<file path="src/rtl/imem_loader_pkg.sv">
// Shared types and sizing helpers for the instruction-memory loader.
package imem_loader_pkg;

    typedef enum logic [2:0] {IDLE, LOAD, WRITE, CHK, DONE} state_t;

    localparam int DWIDTH_DFLT    = 32;
    localparam int BYTES_PER_WORD = DWIDTH_DFLT / 8;

    function automatic int bytes_per_word(input int dw);
        return dw / 8;
    endfunction

    // Byte-index register width; at least one bit even for 8-bit words.
    function automatic int idx_width(input int dw);
        return (dw > 8) ? $clog2(dw / 8) : 1;
    endfunction

endpackage

</file>
<file path="src/rtl/imem_byte_packer.sv">
// Little-endian byte-to-word packer; 'word' already includes the byte being shifted in.
module imem_byte_packer
    import imem_loader_pkg::*;
#(
    parameter int DWIDTH = 32
) (
    input  logic              clk,
    input  logic              reset,
    input  logic [7:0]        byte_in,
    input  logic              shift,
    input  logic              clear,
    output logic [DWIDTH-1:0] word,
    output logic              last
);

    localparam int BPW = bytes_per_word(DWIDTH);
    localparam int KW  = idx_width(DWIDTH);

    logic [KW-1:0]     k;
    logic [DWIDTH-1:0] acc;

    // Merging the incoming byte here lets the top capture a full word on the last accept.
    always_comb begin
        word = acc;
        for (int i = 0; i < BPW; i++)
            if (k == KW'(i)) word[8*i +: 8] = byte_in;
    end

    assign last = (k == KW'(BPW - 1));

    always_ff @(posedge clk or posedge reset) begin
        if (reset) begin
            k   <= '0;
            acc <= '0;
        end else if (clear) begin
            k <= '0;
        end else if (shift) begin
            acc <= word;
            k   <= last ? '0 : k + KW'(1);
        end
    end

endmodule

</file>
<file path="src/rtl/imem_loader.sv">
// Byte-stream loader for the instruction store; holds the CPU while loading.
// Optional trailing checksum byte enabled by IMEM_LOADER_CHECKSUM_EN.
module imem_loader
    import imem_loader_pkg::*;
#(
    parameter int DWIDTH = 32,
    parameter int AWIDTH = 6
) (
    input  logic              clk,
    input  logic              reset,
    input  logic              start,
    input  logic [AWIDTH:0]   len,
    input  logic              abort,
    input  logic [7:0]        byte_in,
    input  logic              byte_valid,
    output logic              byte_ready,
    output logic              we,
    output logic [AWIDTH-1:0] waddr,
    output logic [DWIDTH-1:0] wdata,
    output logic              busy,
    output logic              done,
    output logic              cpu_hold,
    output logic              chk_err
);

    localparam logic [AWIDTH:0] DEPTH = {1'b1, {AWIDTH{1'b0}}};

    state_t            state, state_nxt;
    logic [AWIDTH-1:0] addr;
    logic [AWIDTH:0]   len_q, cnt, cnt_inc;
    logic [DWIDTH-1:0] word;
    logic              last, xfer;

    assign xfer    = byte_valid & byte_ready;
    assign cnt_inc = cnt + (AWIDTH+1)'(1);

    // Idle clears the byte index, so an aborted partial word is dropped.
    imem_byte_packer #(.DWIDTH(DWIDTH)) u_packer (
        .clk     (clk),
        .reset   (reset),
        .byte_in (byte_in),
        .shift   (xfer && state == LOAD),
        .clear   (state == IDLE),
        .word    (word),
        .last    (last)
    );

    always_comb begin
        state_nxt = state;
        case (state)
            IDLE:  if (start) state_nxt = (len == '0) ? DONE : LOAD;
            LOAD:  if (xfer && last) state_nxt = WRITE;
            WRITE: begin
                if (cnt_inc == len_q)
`ifdef IMEM_LOADER_CHECKSUM_EN
                    state_nxt = CHK;
`else
                    state_nxt = DONE;
`endif
                else
                    state_nxt = LOAD;
            end
            CHK:   if (xfer) state_nxt = DONE;
            DONE:  state_nxt = IDLE;
            default: state_nxt = IDLE;
        endcase
        if (abort && (state == LOAD || state == WRITE || state == CHK))
            state_nxt = IDLE;
    end

    always_ff @(posedge clk or posedge reset) begin
        if (reset) begin
            state <= IDLE;
            addr  <= '0;
            len_q <= '0;
            cnt   <= '0;
            waddr <= '0;
            wdata <= '0;
        end else begin
            state <= state_nxt;
            case (state)
                IDLE: if (start && len != '0) begin
                    addr  <= '0;
                    cnt   <= '0;
                    len_q <= (len > DEPTH) ? DEPTH : len;
                end
                LOAD: if (xfer && last) begin
                    wdata <= word;
                    waddr <= addr;
                end
                WRITE: begin
                    addr <= addr + AWIDTH'(1);
                    cnt  <= cnt_inc;
                end
                default: ;
            endcase
        end
    end

`ifdef IMEM_LOADER_CHECKSUM_EN
    logic [7:0] sum;

    always_ff @(posedge clk or posedge reset) begin
        if (reset) begin
            sum     <= '0;
            chk_err <= 1'b0;
        end else begin
            case (state)
                IDLE: if (start && len != '0) begin
                    sum     <= '0;
                    chk_err <= 1'b0;
                end
                LOAD: if (xfer) sum <= sum + byte_in;
                CHK:  if (xfer && !abort) chk_err <= ((sum + byte_in) != 8'h00);
                default: ;
            endcase
        end
    end
`else
    assign chk_err = 1'b0;
`endif

    assign byte_ready = (state == LOAD) || (state == CHK);
    assign busy       = (state == LOAD) || (state == WRITE) || (state == CHK);
    assign cpu_hold   = busy;
    assign we         = (state == WRITE);
    assign done       = (state == DONE);

endmodule

</file>
<file path="config.mk">
export PLATFORM = sky130hd
export DESIGN_NAME = imem_loader
export DESIGN_NICKNAME = d
export VERILOG_FILES = /design/src/rtl/imem_loader_pkg.sv /design/src/rtl/imem_byte_packer.sv /design/src/rtl/imem_loader.sv
export SDC_FILE = /design/constraint.sdc
export NUM_CORES = 1
export LEC_CHECK = 0
export ABC_AREA = 1
export CORE_MARGIN = 2
export CORE_UTILIZATION = 33
export DETAILED_ROUTE_END_ITERATION = 16
export PLACE_DENSITY = 0.55
export SLEW_MARGIN = 20
export SYNTH_ARGS = -nofsm -noshare
export SYNTH_HDL_FRONTEND = slang
export SYNTH_SLANG_ARGS = --single-unit
</file>
<file path="constraint.sdc">
create_clock -name clk -period 6.2 [get_ports clk]
set_input_delay 1.24 -clock clk [delete_from_list [all_inputs] [get_ports clk]]
set_output_delay 1.24 -clock clk [all_outputs]
set_load 0.02 [all_outputs]
</file>
---- Yosys cells after proc, flatten, opt, wreduce, memory -nomap -nowiden ----
Index checks and enable logic that the tools add are counted.
operators by class
  $add $sub $neg .......................... 3
  $mul .................................... 0
  div/mod/pow operators ................... 0
  order comparisons ....................... 1
  equality and inequality tests ........... 12
  shifts and indexed selects .............. 0
  mux-type cells .......................... 19
  bitwise operators ....................... 2
  reduce and logical (&&, ||, !) cells .... 18
operator list
  cell                   count
  $mux W8                4
  $mux W3                6
  $mux W7                2
  $pmux W7 S2            1
  $pmux W3 S4            1
  $pmux W6 S2            1
  $reduce_and A2 Y1      4
  $add A7 B1 Y7 const B  1
  $eq A7 B7 Y1           1
  $gt A7 B7 Y1 const B   1
  $logic_not A7 Y1       1
  $reduce_bool A7 Y1     1
  $add A6 B1 Y6 const B  1
  $eq A3 B2 Y1 const B   2
  $mux W2                3
  $mux W6                1
  $eq A2 B2 Y1 const B   2
  $logic_and A1 B1 Y1    4
  $reduce_bool A2 Y1     2
  $eq A3 B1 Y1 const B   1
  $eq A3 B3 Y1 const B   1
  $logic_not A3 Y1       1
  $logic_or A1 B1 Y1     3
  $ne A3 B1 Y1 const B   1
  other kinds (9)        9
word-level totals
  bits in registers ....................... 95
  bits in latches ......................... 0
  RAM bits ................................ 0
  ROM bits ................................ 0
  bits of input ports ..................... 20
  output and inout bits ................... 44
  memories ................................ 0

---- Logic depth before layout (Yosys ltp) ----
  depth in word-level cells ............... 7
  mapped depth ............................ 14
  depth with buffers taken out ............ 14

---- Hierarchy ----
From an unflattened synthesis, not the netlist that was laid out.
second synthesis, totals
  cells, all modules ...................... 527
  area, all modules ....................... 4677.0 sq um
modules (own cells, without submodules)
  module            instances  cells an instance  area an instance (sq um)  seq. area each (sq um)
  imem_loader       1          271                2901.5                    1526.5
  imem_byte_packer  1          256                1775.5                    850.8

---- Worst setup path after synthesis ----
No wires, ideal clock.
  path kind ............................... reg2out
  start point ............................. register state[2]
  end point ............................... output we
  arrival ................................. 1.059 ns
  path slack .............................. 3.901 ns
  stages on the path, launching flop included .. 3
  buffers on the path ..................... 1
  cells stage by stage .................... dfrtp_1 > nor3_1 > clkbuf_1
between the ends
  cells in the longest elaborated chain, start to end .. 1
RTL lines
  what                    RTL line            source
  start, declared         imem_loader.sv:28   state_t state, state_nxt;
  start signal, assigned  imem_loader.sv:80   state <= state_nxt;
  $eq A3 B2 Y1            imem_loader.sv:126  assign we = (state == WRITE);
  end, declared           imem_loader.sv:17   output logic we,
Every way passes these cells.

---- Worst setup path in the final report ----
  start point ............................. input byte_valid
  end point ............................... register waddr[3]
between the ends
  cells in the longest elaborated chain, start to end .. 3
RTL lines
  what                                RTL line           source
  start, declared                     imem_loader.sv:15  input logic byte_valid,
  $and A1 B1 Y1                       imem_loader.sv:34  assign xfer = byte_valid & byte_ready;
  $logic_and A1 B1 Y1                 imem_loader.sv:87  LOAD: if (xfer && last) begin
  $reduce_and A2 Y1 (no source line)  n/a
  end signal, assigned                imem_loader.sv:89  waddr <= addr;
  end, declared                       imem_loader.sv:18  output logic [AWIDTH-1:0] waddr,
Every way passes these cells.
A chain may end at the register's enable or synchronous reset.

==> flow_metrics.py <==
metrics = {
    "timing": {
        "final.min_clock_period_ps": 3303,
        "fmax_mhz": 302.7,
        "layout_worst_path_cycle_share_pct": 53.28,
        "skew_ps": 4.637,
        "finalHoldViolCount": 0,
        "finalSetupTns_ps": 0,
        "slew_headroom_pct": 49.82,
        "rsz0062_at_grt": "false",
        "finalSetupViolCount": 0,
        "slew_violations": 0,
        "tightest_slew_ps": 751.6,
    },
    "clock_tree": {
        "cts_root_buffer": "clkbuf_16",
        "clk_latency_ps": 340,
        "clkSlewWorstSetupHoldPaths_ps": 60,
        "numCtsBuffers": 9,
        "cts_hold_buf": 0,
        "postCtsSetupBuffers": 0,
        "clock-sinks": 87,
        "cts_resized": 0,
        "clockBufferDepth": 2,
        "cts-htree-levels": 3,
        "cts_tree": "yes",
    },
    "drt": {
        "dr.pass1.iters": 4,
        "vias_per_cell": 4.545,
        "avgRoutedWirePerCell_um": 12.81,
        "remaining_drc_errors": 0,
        "ant_nets": 0,
        "vias": 3350,
        "routed_wl_um": 9439,
        "drt-initial-drc-count": 195,
    },
    "worst_setup_path": {
        "cpMaxStageDelayCell": "nor2_8",
        "endpoint_kind": "register",
        "critical_path.max_fanout": 51,
        "crit_required_ps": 6400,
        "crit_family": "buffers and inverters",
        "path_class": "in2reg",
        "cp-start-kind": "input port",
        "crit_chain": "clkdlybuf4s50_1, inv_1, nor2_8, inv_2, nor2_8, inv_2, nand2_1, o21ai_2",
        "path_buf_inv": 4,
        "max_stage_delay_ps": 490,
        "arrival_ps": 3500,
    },
    "final_layout": {
        "final_common_cell": "nand2_1",
        "nets": 590,
        "area_delta_synth_final_pct": 24.93,
        "most-common-layout-cells": "196 x nand2_1, 87 x dfrtp_1, 62 x clkdlybuf4s50_1",
        "layout-drive-gt1-share_pct": 6.327,
        "n_antenna_cell": 0,
    },
    "synthesis": {
        "netlist_instances": 509,
        "synth-edff-count": 0,
        "ys_seq_elements": 87,
        "netlist-cell-type-count": 32,
        "async_flop_share_pct": 100.0,
        "syn_avg_cell_area_um2": 8.114,
        "synth_area_mm2": 0.004130,
        "synth_seq_area_share_pct": 52.71,
        "synth_ff_type": "dfrtp_1",
        "yosys_warnings": 0,
        "synthesis.nets": 535,
    },
    "floorplanning": {
        "core_mm2": 0.01211,
        "rows": 40,
        "chipHeight_um": 115.9,
        "die_area_mm2": 0.01343,
        "start_util_pct": 34.10,
        "ioPinCount": 64,
        "die_w_um": 115.9,
    },
    "place": {
        "dpl.hpwl_um": 6560,
        "gp_routability_congestion": 0.7783,
        "portBuffers": 62,
    },
    "global_route": {
        "grt_pass1_wl_um": 15760,
        "gr-total-overflow": 0,
        "gr-usage-all-layers_pct": 15.04,
        "antenna_found_initial": 0,
        "grt_max_degree": 60,
        "grt_pass1_vias": 3302,
    },
    "flow_run": {
        "drv_cap": 0,
    },
    "power_and_ir_drop": {
        "powerDensity_mw_per_mm2": 441.8,
        "power_leakage_nw": 2.457,
        "vdd_drop_max_uv": 211.6,
        "p_total_mw": 2.280,
    },
    "min_path": {
        "holdCritPathClass": "reg2reg",
    },
    "status": {
        "status": "finished, final reports clean",
    },
}
[cells by family (layout without fill, tap and decap cells)]
family | count (synthesis) | after routing | synth area share [%]
flops | 87 | 87 | 52.71
fa+ha+maj | 6 | 6 | 1.818
buf+inv | 84 | 144 | 9.118
other cells | 1 | 1 | 0.09079
compound gates | 84 | 84 | 11.36
xor+xnor | 2 | 2 | 0.4242
simple gates | 245 | 245 | 24.48
[path summary, 6_finish.rpt]
check	startpoint	endpoint	slack [ps]	cells after the start
max in group asynchronous	reset	u_packer.acc[13]	3840	3
worst max-delay path	byte_valid	waddr[3]	2900	8
worst min register to register	wdata[0]	wdata[0]	470	2
worst min-delay path	wdata[0]	wdata[0]	470	2
worst max register to register	state[2]	waddr[3]	3700	8
min in group asynchronous	reset	waddr[0]	1260	2
[area by class of cell]
class                   count  area [µm²]
fillers                  1247        6952
flip-flops and latches     87        2177
multi-input cells         338        1577
repair buffers             64       635.6
clock buffers              12       266.5
inverters                  64       241.5
well taps                 168       210.2
clock inverters             4       52.55
[per-layer routing]
layer  part of all wire, %  vias to the layer above  global-route usage [%]  wire (µm)
met4                  0.92                        0                   3.254         87
li1                      -                     1698                       -          -
met1                    49                     1584                   20.19       4601
met2                    46                       61                   24.21       4311
met5                     0                        -                       0          0
met3                   4.7                        7                   4.550        439
[metrics by stage]
stage | worst slack (ps) | instance area, µm² | util (%) | cells | hold WS (ps)
final | 2897 | 5160 | 42.60 | 737 | 472.5
after global routing | 2635 | 5160 | 42.60 | 737 | 501.2
after CTS | 2854 | 5160 | 42.60 | 737 | 477.3
after detailed placement | 2494 | 4841 | 39.97 | 721 | 461.3
after global placement | 2576 | 4841 | 39.97 | 721 | 460.0
after floorplan | 2710 | 4130 | - | 509 | 473.4
[where the power goes]
part	total, mW	internal (mW)	leakage, nW	switching, mW
logic	0.864	0.336	1.21	0.528
clock network	0.565	0.345	0.147	0.220
registers	0.851	0.750	1.10	0.100
[worst register-to-register path, cell delays in order (launching register included)]
cell	delay (ps)
dfrtp_1	450
nor2_4	160
nand2_4	90
nor2_8	450
inv_2	150
nor2_8	390
inv_2	420
nand2_1	190
o21ai_2	70
[cell usage after synthesis (all sizes together) (2+ instances only)]
library cell / number / area, µm²
nand4: 3 / 18.77
o22ai: 5 / 31.28
nand3: 16 / 80.08
nor3: 3 / 15.01
clkbuf: 7 / 26.28
o21ai: 70 / 376.6
a21oi: 4 / 20.02
inv: 64 / 240.2
nand2: 199 / 759.5
o32ai: 2 / 17.52
ha: 6 / 75.07
dfrtp: 87 / 2177
nor2: 22 / 125.1
buf: 13 / 110.1
[flip-flops by register name, summed over array words and instances (netlist names)]
name / flops
len_q: 7
u_packer.k: 2
cnt: 7
wdata: 32
u_packer.acc: 24
state: 3
waddr: 6
addr: 6
Note: power is estimated with default switching activity, not from simulation.
